### src/rtl/acc_group_if.sv
// Stream bundle between the MUL stage, this accumulator and its downstream consumer.
// The master side drives products in and accepts sums out; the slave side is the accumulator.
interface acc_group_if #(
  parameter int GROUP_SIZE = 8,
  parameter int IN_WIDTH   = 16,
  parameter int ACC_WIDTH  = 32
);
  logic [GROUP_SIZE*IN_WIDTH-1:0]  data_in;
  logic                            valid_in;
  logic                            avail_out;
  logic [GROUP_SIZE*ACC_WIDTH-1:0] data_out;
  logic                            valid_out;
  logic                            avail_in;

  modport master (
    output data_in, valid_in, avail_in,
    input  avail_out, data_out, valid_out
  );

  modport slave (
    input  data_in, valid_in, avail_in,
    output avail_out, data_out, valid_out
  );
endinterface

### src/rtl/acc_group.sv
// Lane-wise product accumulator: sums num_reads_per_iter products per lane, emits one group per
// iteration for num_iters iterations. Products are buffered in a 4-entry FIFO ahead of the FSM.
module acc_group #(
  parameter int GROUP_SIZE             = 8,
  parameter int IN_WIDTH               = 16,
  parameter int ACC_WIDTH              = 32,
  parameter int LOG_MAX_ITERS          = 16,
  parameter int LOG_MAX_READS_PER_ITER = 16
) (
  input  logic                              clk,
  input  logic                              rst,
  input  logic                              configure,
  input  logic [LOG_MAX_ITERS-1:0]          num_iters,
  input  logic [LOG_MAX_READS_PER_ITER-1:0] num_reads_per_iter,
  acc_group_if.slave                        bus,
  output logic                              done,
  output logic                              overflow_err
);
  localparam int DEPTH = 4;

  typedef enum logic [1:0] {IDLE, ACCUM, OUT} state_t;

  state_t                              state;
  logic [GROUP_SIZE*IN_WIDTH-1:0]      mem [DEPTH];
  logic [1:0]                          wr_ptr;
  logic [1:0]                          rd_ptr;
  logic [2:0]                          count;
  logic [LOG_MAX_ITERS-1:0]            iters_r;
  logic [LOG_MAX_READS_PER_ITER-1:0]   reads_r;
  logic [LOG_MAX_READS_PER_ITER-1:0]   reads_copy_r;
  logic [ACC_WIDTH-1:0]                acc   [GROUP_SIZE];
  logic [ACC_WIDTH-1:0]                out_r [GROUP_SIZE];
  logic [ACC_WIDTH-1:0]                sum   [GROUP_SIZE];
  logic [GROUP_SIZE*IN_WIDTH-1:0]      head;
  logic [GROUP_SIZE*ACC_WIDTH-1:0]     out_flat;
  logic                                full, empty, push, pop, fire, cfg_ok;

  function automatic logic [ACC_WIDTH-1:0] wrap_add(input logic [ACC_WIDTH-1:0] a,
                                                    input logic [IN_WIDTH-1:0]  b);
    return a + ACC_WIDTH'(b);
  endfunction

  assign full   = (count == 3'(DEPTH));
  assign empty  = (count == 3'd0);
  assign push   = bus.valid_in & ~full;
  // A configure cycle neither pops nor emits: the group in flight is being abandoned.
  assign pop    = (state == ACCUM) & ~empty & ~configure;
  assign fire   = (state == OUT) & bus.avail_in & ~configure;
  assign cfg_ok = (num_iters != '0) & (num_reads_per_iter != '0);
  assign head   = mem[rd_ptr];

  assign bus.avail_out = (count <= 3'd2);
  assign bus.valid_out = fire;
  assign bus.data_out  = out_flat;

  always_comb begin
    for (int i = 0; i < GROUP_SIZE; i++) begin
      sum[i] = wrap_add(acc[i], head[i*IN_WIDTH +: IN_WIDTH]);
      out_flat[i*ACC_WIDTH +: ACC_WIDTH] = out_r[i];
    end
  end

  // ---- FIFO storage ----
  always_ff @(posedge clk) begin
    if (push) mem[wr_ptr] <= bus.data_in;
  end

  // ---- FIFO pointers, occupancy, sticky overflow ----
  always_ff @(posedge clk or negedge rst) begin
    if (!rst) begin
      wr_ptr       <= '0;
      rd_ptr       <= '0;
      count        <= '0;
      overflow_err <= 1'b0;
    end else begin
      if (push) wr_ptr <= wr_ptr + 2'd1;
      if (pop)  rd_ptr <= rd_ptr + 2'd1;
      count <= count + 3'(push) - 3'(pop);
      if (bus.valid_in && full) overflow_err <= 1'b1;
    end
  end

  // ---- Accumulate / emit FSM ----
  always_ff @(posedge clk or negedge rst) begin
    if (!rst) begin
      state        <= IDLE;
      iters_r      <= '0;
      reads_r      <= '0;
      reads_copy_r <= '0;
      done         <= 1'b0;
      for (int i = 0; i < GROUP_SIZE; i++) begin
        acc[i]   <= '0;
        out_r[i] <= '0;
      end
    end else begin
      done <= 1'b0;
      if (configure) begin
        for (int i = 0; i < GROUP_SIZE; i++) acc[i] <= '0;
        if (cfg_ok) begin
          iters_r      <= num_iters;
          reads_r      <= num_reads_per_iter;
          reads_copy_r <= num_reads_per_iter;
          state        <= ACCUM;
        end else begin
          state <= IDLE;
          done  <= 1'b1;
        end
      end else begin
        case (state)
          ACCUM: begin
            if (pop) begin
              for (int i = 0; i < GROUP_SIZE; i++) acc[i] <= sum[i];
              reads_r <= reads_r - LOG_MAX_READS_PER_ITER'(1);
              if (reads_r == LOG_MAX_READS_PER_ITER'(1)) begin
                for (int i = 0; i < GROUP_SIZE; i++) out_r[i] <= sum[i];
                state <= OUT;
              end
            end
          end
          OUT: begin
            if (fire) begin
              for (int i = 0; i < GROUP_SIZE; i++) acc[i] <= '0;
              reads_r <= reads_copy_r;
              if (iters_r == LOG_MAX_ITERS'(1)) begin
                state <= IDLE;
                done  <= 1'b1;
              end else begin
                iters_r <= iters_r - LOG_MAX_ITERS'(1);
                state   <= ACCUM;
              end
            end
          end
          default: ;
        endcase
      end
    end
  end
endmodule

### src/flat_wrapper.sv
// flat-port wrapper written by rule: the top's interface ports become plain ports
module acc_group_flat 
#(
  parameter int GROUP_SIZE             = 8,
  parameter int IN_WIDTH               = 16,
  parameter int ACC_WIDTH              = 32,
  parameter int LOG_MAX_ITERS          = 16,
  parameter int LOG_MAX_READS_PER_ITER = 16
)
  (clk, rst, configure, num_iters, num_reads_per_iter, done, overflow_err, bus_data_in, bus_valid_in, bus_avail_in, bus_avail_out, bus_data_out, bus_valid_out);
  acc_group_if #(.GROUP_SIZE(GROUP_SIZE), .IN_WIDTH(IN_WIDTH), .ACC_WIDTH(ACC_WIDTH)) bus_i ();
  input  logic clk;
  input  logic rst;
  input  logic configure;
  input  logic [LOG_MAX_ITERS-1:0] num_iters;
  input  logic [LOG_MAX_READS_PER_ITER-1:0] num_reads_per_iter;
  output logic done;
  output logic overflow_err;
  input wire logic [$bits(bus_i.data_in)-1:0] bus_data_in;
  input wire logic [$bits(bus_i.valid_in)-1:0] bus_valid_in;
  input wire logic [$bits(bus_i.avail_in)-1:0] bus_avail_in;
  output wire logic [$bits(bus_i.avail_out)-1:0] bus_avail_out;
  output wire logic [$bits(bus_i.data_out)-1:0] bus_data_out;
  output wire logic [$bits(bus_i.valid_out)-1:0] bus_valid_out;
  assign bus_i.data_in = bus_data_in;
  assign bus_i.valid_in = bus_valid_in;
  assign bus_i.avail_in = bus_avail_in;
  assign bus_avail_out = bus_i.avail_out;
  assign bus_data_out = bus_i.data_out;
  assign bus_valid_out = bus_i.valid_out;
  acc_group #(.GROUP_SIZE(GROUP_SIZE), .IN_WIDTH(IN_WIDTH), .ACC_WIDTH(ACC_WIDTH), .LOG_MAX_ITERS(LOG_MAX_ITERS), .LOG_MAX_READS_PER_ITER(LOG_MAX_READS_PER_ITER)) u_core (.clk(clk), .rst(rst), .configure(configure), .num_iters(num_iters), .num_reads_per_iter(num_reads_per_iter), .bus(bus_i), .done(done), .overflow_err(overflow_err));
endmodule
### config.mk
export PLATFORM = sky130hd
export DESIGN_NAME = acc_group_flat
export DESIGN_NICKNAME = d
export VERILOG_FILES = /design/src/rtl/acc_group_if.sv /design/src/rtl/acc_group.sv /design/src/flat_wrapper.sv
export SDC_FILE = /design/constraint.sdc
export NUM_CORES = 2
export LEC_CHECK = 0
export ABC_AREA = 1
export CAP_MARGIN = 20
export CORE_ASPECT_RATIO = 0.75
export CORE_MARGIN = 10
export CORE_UTILIZATION = 51
export CTS_CLUSTER_SIZE = 28
export DETAILED_ROUTE_END_ITERATION = 7
export PLACE_DENSITY = 0.71
export SYNTH_ARGS = -nofsm -noshare
export SYNTH_HDL_FRONTEND = slang
export SYNTH_SLANG_ARGS = --single-unit
### constraint.sdc
create_clock -name clk -period 10.43 [get_ports clk]
set_clock_uncertainty 0.1 [all_clocks]
set_input_delay 2.086 -clock clk [delete_from_list [all_inputs] [get_ports clk]]
set_output_delay 2.086 -clock clk [all_outputs]
set_load 0.01 [all_outputs]
==> flow_summary_export.csv <==
group,metric,value,unit
yosys,syn-instance-count,6206,
global_route,grt_antenna_before_repair,23,
timing,max_freq,158,MHz
yosys,yosysMostFrequentCell,"nand2_1",
die,initial_core_util,51.7,%
worst_setup_path,r2r_cells,12,
clock_tree,clk_path_buf_depth,3,
cells_and_area,fin_cells,8074,
yosys,syn-cell-area,53700,µm²
die,die_w,395,µm
yosys,synth_area_leaders,"edfxtp_1 29%, dfrtp_1 27%, nand2_1 15%, o21ai_0 4.3%, inv_1 3.9%",
worst_setup_path,path_class,"input port to output port",
timing,finalSetupTns,0,ps
routing,ant_nets,0,
hold_path,hold_depth,2,
cells_and_area,final_nets,6880,
global_route,grt.overflow.total,0,
clock_tree,cts.clk_slew.worst_paths,60,ps
hold_path,hold_path.startpoint,"u_core.bus.data_out[240]",
yosys,synth_nets,6519,
placed_design,place.gp.congestion,0.944,
yosys,synth_cell_types,46,
timing,worst_pin_slew,1040,ps
routing,dr.pass1.iters,6,
power_and_ir_drop,ir_drop,0.000208,V
clock_tree,cts_resized,0,
die,die_area,119000,µm²
cells_and_area,area.growth.synth_to_final,17.1,%
placed_design,dp_cells,7863,
cells_and_area,layout-drive-gt1-share,4.70,%
routing,wl_per_cell,19.3,µm
die,fp-row-count,102,
global_route,grt_pass1_vias,41800,
yosys,avgSynthCellArea,8.65,µm²
job,drv_cap,0,
worst_setup_path,r2r_slack,5220,ps
worst_setup_path,start_kind,"input port",
placed_design,place_hpwl,108,mm
clock_tree,htreeDepth,3,
clock_tree,cts-root-buf,"clkbuf_16",
yosys,synthArstFlopShare,52.7,%
yosys,synth_seq_area_share,55.3,%
yosys,synth_seq_cells,1083,
worst_setup_path,slowest_delay,580,ps
worst_setup_path,crit_fanout,35,
routing,vias_per_cell,5.39,
outcome,outcome,"finished, final reports clean",
timing,finalSetupViolations,0,
power_and_ir_drop,leakage,28.7,nW
routing,wl,156,mm
die,ios,425,
clock_tree,postCtsSetupRepairBufs,0,
die,core_area,104000,µm²
yosys,yosysTopAreaCell,"edfxtp_1",
yosys,synth_edf_count,512,
yosys,ys.warnings.count,0,
placed_design,port_buffers,424,
yosys,ys.flop_type,"dfrtp_1",
cells_and_area,fill_cells,8968,
hold_path,min_to,"u_core.bus.data_out[240]",
die,die_h,301,µm
clock_tree,cts_tree,"built",
timing,post-route-period-util,60.7,%
hold_path,hold_path_class,"register to register",
worst_setup_path,cpMostUsedCell,"clkdlybuf4s50_1",
global_route,grt_pass1_wl,242,mm
routing,drt-initial-drc-count,3913,
routing,dr_total_vias,43500,
worst_setup_path,r2r-end,"u_core.bus.data_out[240]",
worst_setup_path,rr_startpoint,"u_core.rd_ptr[0]",
power_and_ir_drop,power.density,262,nW/µm²
yosys,synthTopCellsByCount,"2,098 x nand2_1, 571 x dfrtp_1, 560 x inv_1, 512 x edfxtp_1, 509 x nor2_1",
global_route,grt_max_degree,150,
yosys,synth_top_area_share,28.6,%
routing,route.detailed.drc,0,
timing,finalMaxSlewViolations,0,
worst_setup_path,cp.arrival,4140,ps
clock_tree,cts_buffers,105,
clock_tree,cts_sinks,1083,
timing,period_minus_slack,6330,ps
timing,slew_headroom,30.6,%
worst_setup_path,critPathRequiredTime,8240,ps
clock_tree,hold_buffers,0,
global_route,track_usage,25.6,%
clock_tree,clk_latency,710,ps
timing,hold_viol,0,
worst_setup_path,crit_path_cell_trace,"clkdlybuf4s50_1, buf_4, inv_1, nand2_1, nor2_1, clkdlybuf4s50_1",
timing,rsz0062_at_grt,"no",
worst_setup_path,crit_path_end_kind,"output port",
worst_setup_path,slowest_stage,"inv_1",
-- critical path: cells and delay by family --
kind	cells	cell delay, ps
simple gates	2	260
buf+inv	4	1760
-- per-stage QoR --
step	instance area [µm²]	worst slack, ps	total power [mW]	hold WS [ps]	utilization [%]
6_report	62800	4100	16.5	381	60.5
5_1_grt	62800	3940	17.5	410	60.5
4_1_cts	62800	4090	16.5	382	60.4
3_5_place_dp	59100	4090	12.4	364	56.8
3_3_place_gp	59100	4120	12.2	364	56.8
2_1_floorplan	53700	2140	10.3	348	-
-- placed cells by master, fill, tap and decap left out, types with 6 or more instances in the layout --
cell	Yosys	layout
diode_2	0	11
buf_4	3	38
clkinv_1	0	8
a22oi_1	10	10
nand3b_1	74	74
o21ai_1	94	94
o21bai_1	11	11
clkbuf_16	0	107
fa_1	9	9
nand4_1	41	41
ha_1	139	139
edfxtp_1	512	512
o22ai_1	131	131
xnor2_1	111	111
xor2_1	12	12
bufinv_16	0	15
inv_6	0	6
o21ai_2	38	38
a21oi_1	105	105
nand3_1	371	371
or2_2	39	39
dfrtp_1	571	569
nand2_1	2098	2098
clkbuf_1	122	17
inv_1	560	558
o21ai_0	459	459
clkbuf_8	0	17
clkdlybuf4s50_1	0	423
clkinv_2	0	16
nor2_1	509	505
nor3_1	67	67
-- where the power goes --
| group | internal (mW) | total, mW | switching, mW |
|---|---|---|---|
| Combinational | 2.08 | 6.79 | 4.71 |
| Clock | 2.39 | 4.11 | 1.72 |
| Sequential | 5.21 | 5.55 | 0.342 |
| Total | 9.68 | 16.5 | 6.78 |
-- cell type report --
| cell class | instances | area (µm²) | share of cell area [%] |
|---|---|---|---|
| clock inverters | 58 | 751 | 1.19 |
| clock buffers | 141 | 2980 | 4.74 |
| well taps | 1404 | 1760 | 2.80 |
| inverters | 565 | 2140 | 3.41 |
| flip-flops and latches | 1083 | 29700 | 47.2 |
| repair buffers | 465 | 4600 | 7.32 |
| diodes | 11 | 27.5 | 0.0438 |
| multi-input cells | 4347 | 20900 | 33.3 |
-- cell families after synthesis --
| kind of cell | Yosys count | synth area share, % |
|---|---|---|
| adders and majority gates | 148 | 3.58 |
| buffers and inverters | 776 | 5.85 |
| DFF | 1083 | 55.3 |
| xor gates and xnor gates | 123 | 2.01 |
| and+or+nand+nor | 3210 | 24.4 |
| AOI/OAI and AO/OA | 866 | 8.86 |
-- worst max-delay path by stage --
stage | start | end | slack (ps)
floorplan | bus_valid_in | u_core.mem[0][0] | 2140
global placement | configure | bus_valid_out | 4120
detailed placement | configure | bus_valid_out | 4090
CTS | configure | bus_valid_out | 4090
global route | configure | bus_valid_out | 3940
finish | configure | bus_valid_out | 4100
-- layer usage --
layer  part of all wire (%)  track usage [%]  vias up
met5                  0.035                0        -
met4                    2.6             7.36       10
met3                    6.8             4.55      231
met2                     45             39.8     1381
met1                     46             36.7    20800
li1                       -                -    21100
-- sequential cells by signal, indices dropped and copies added, names as in the netlist, 2 cells and up --
name / count
u_core.mem: 512
u_core.acc: 256
u_core.bus.data_out: 256
u_core.iters_r: 16
u_core.reads_copy_r: 16
u_core.reads_r: 16
u_core.count: 3
u_core.rd_ptr: 2
u_core.state: 2
u_core.wr_ptr: 2
No activity file was read; power rests on OpenSTA's default activity.
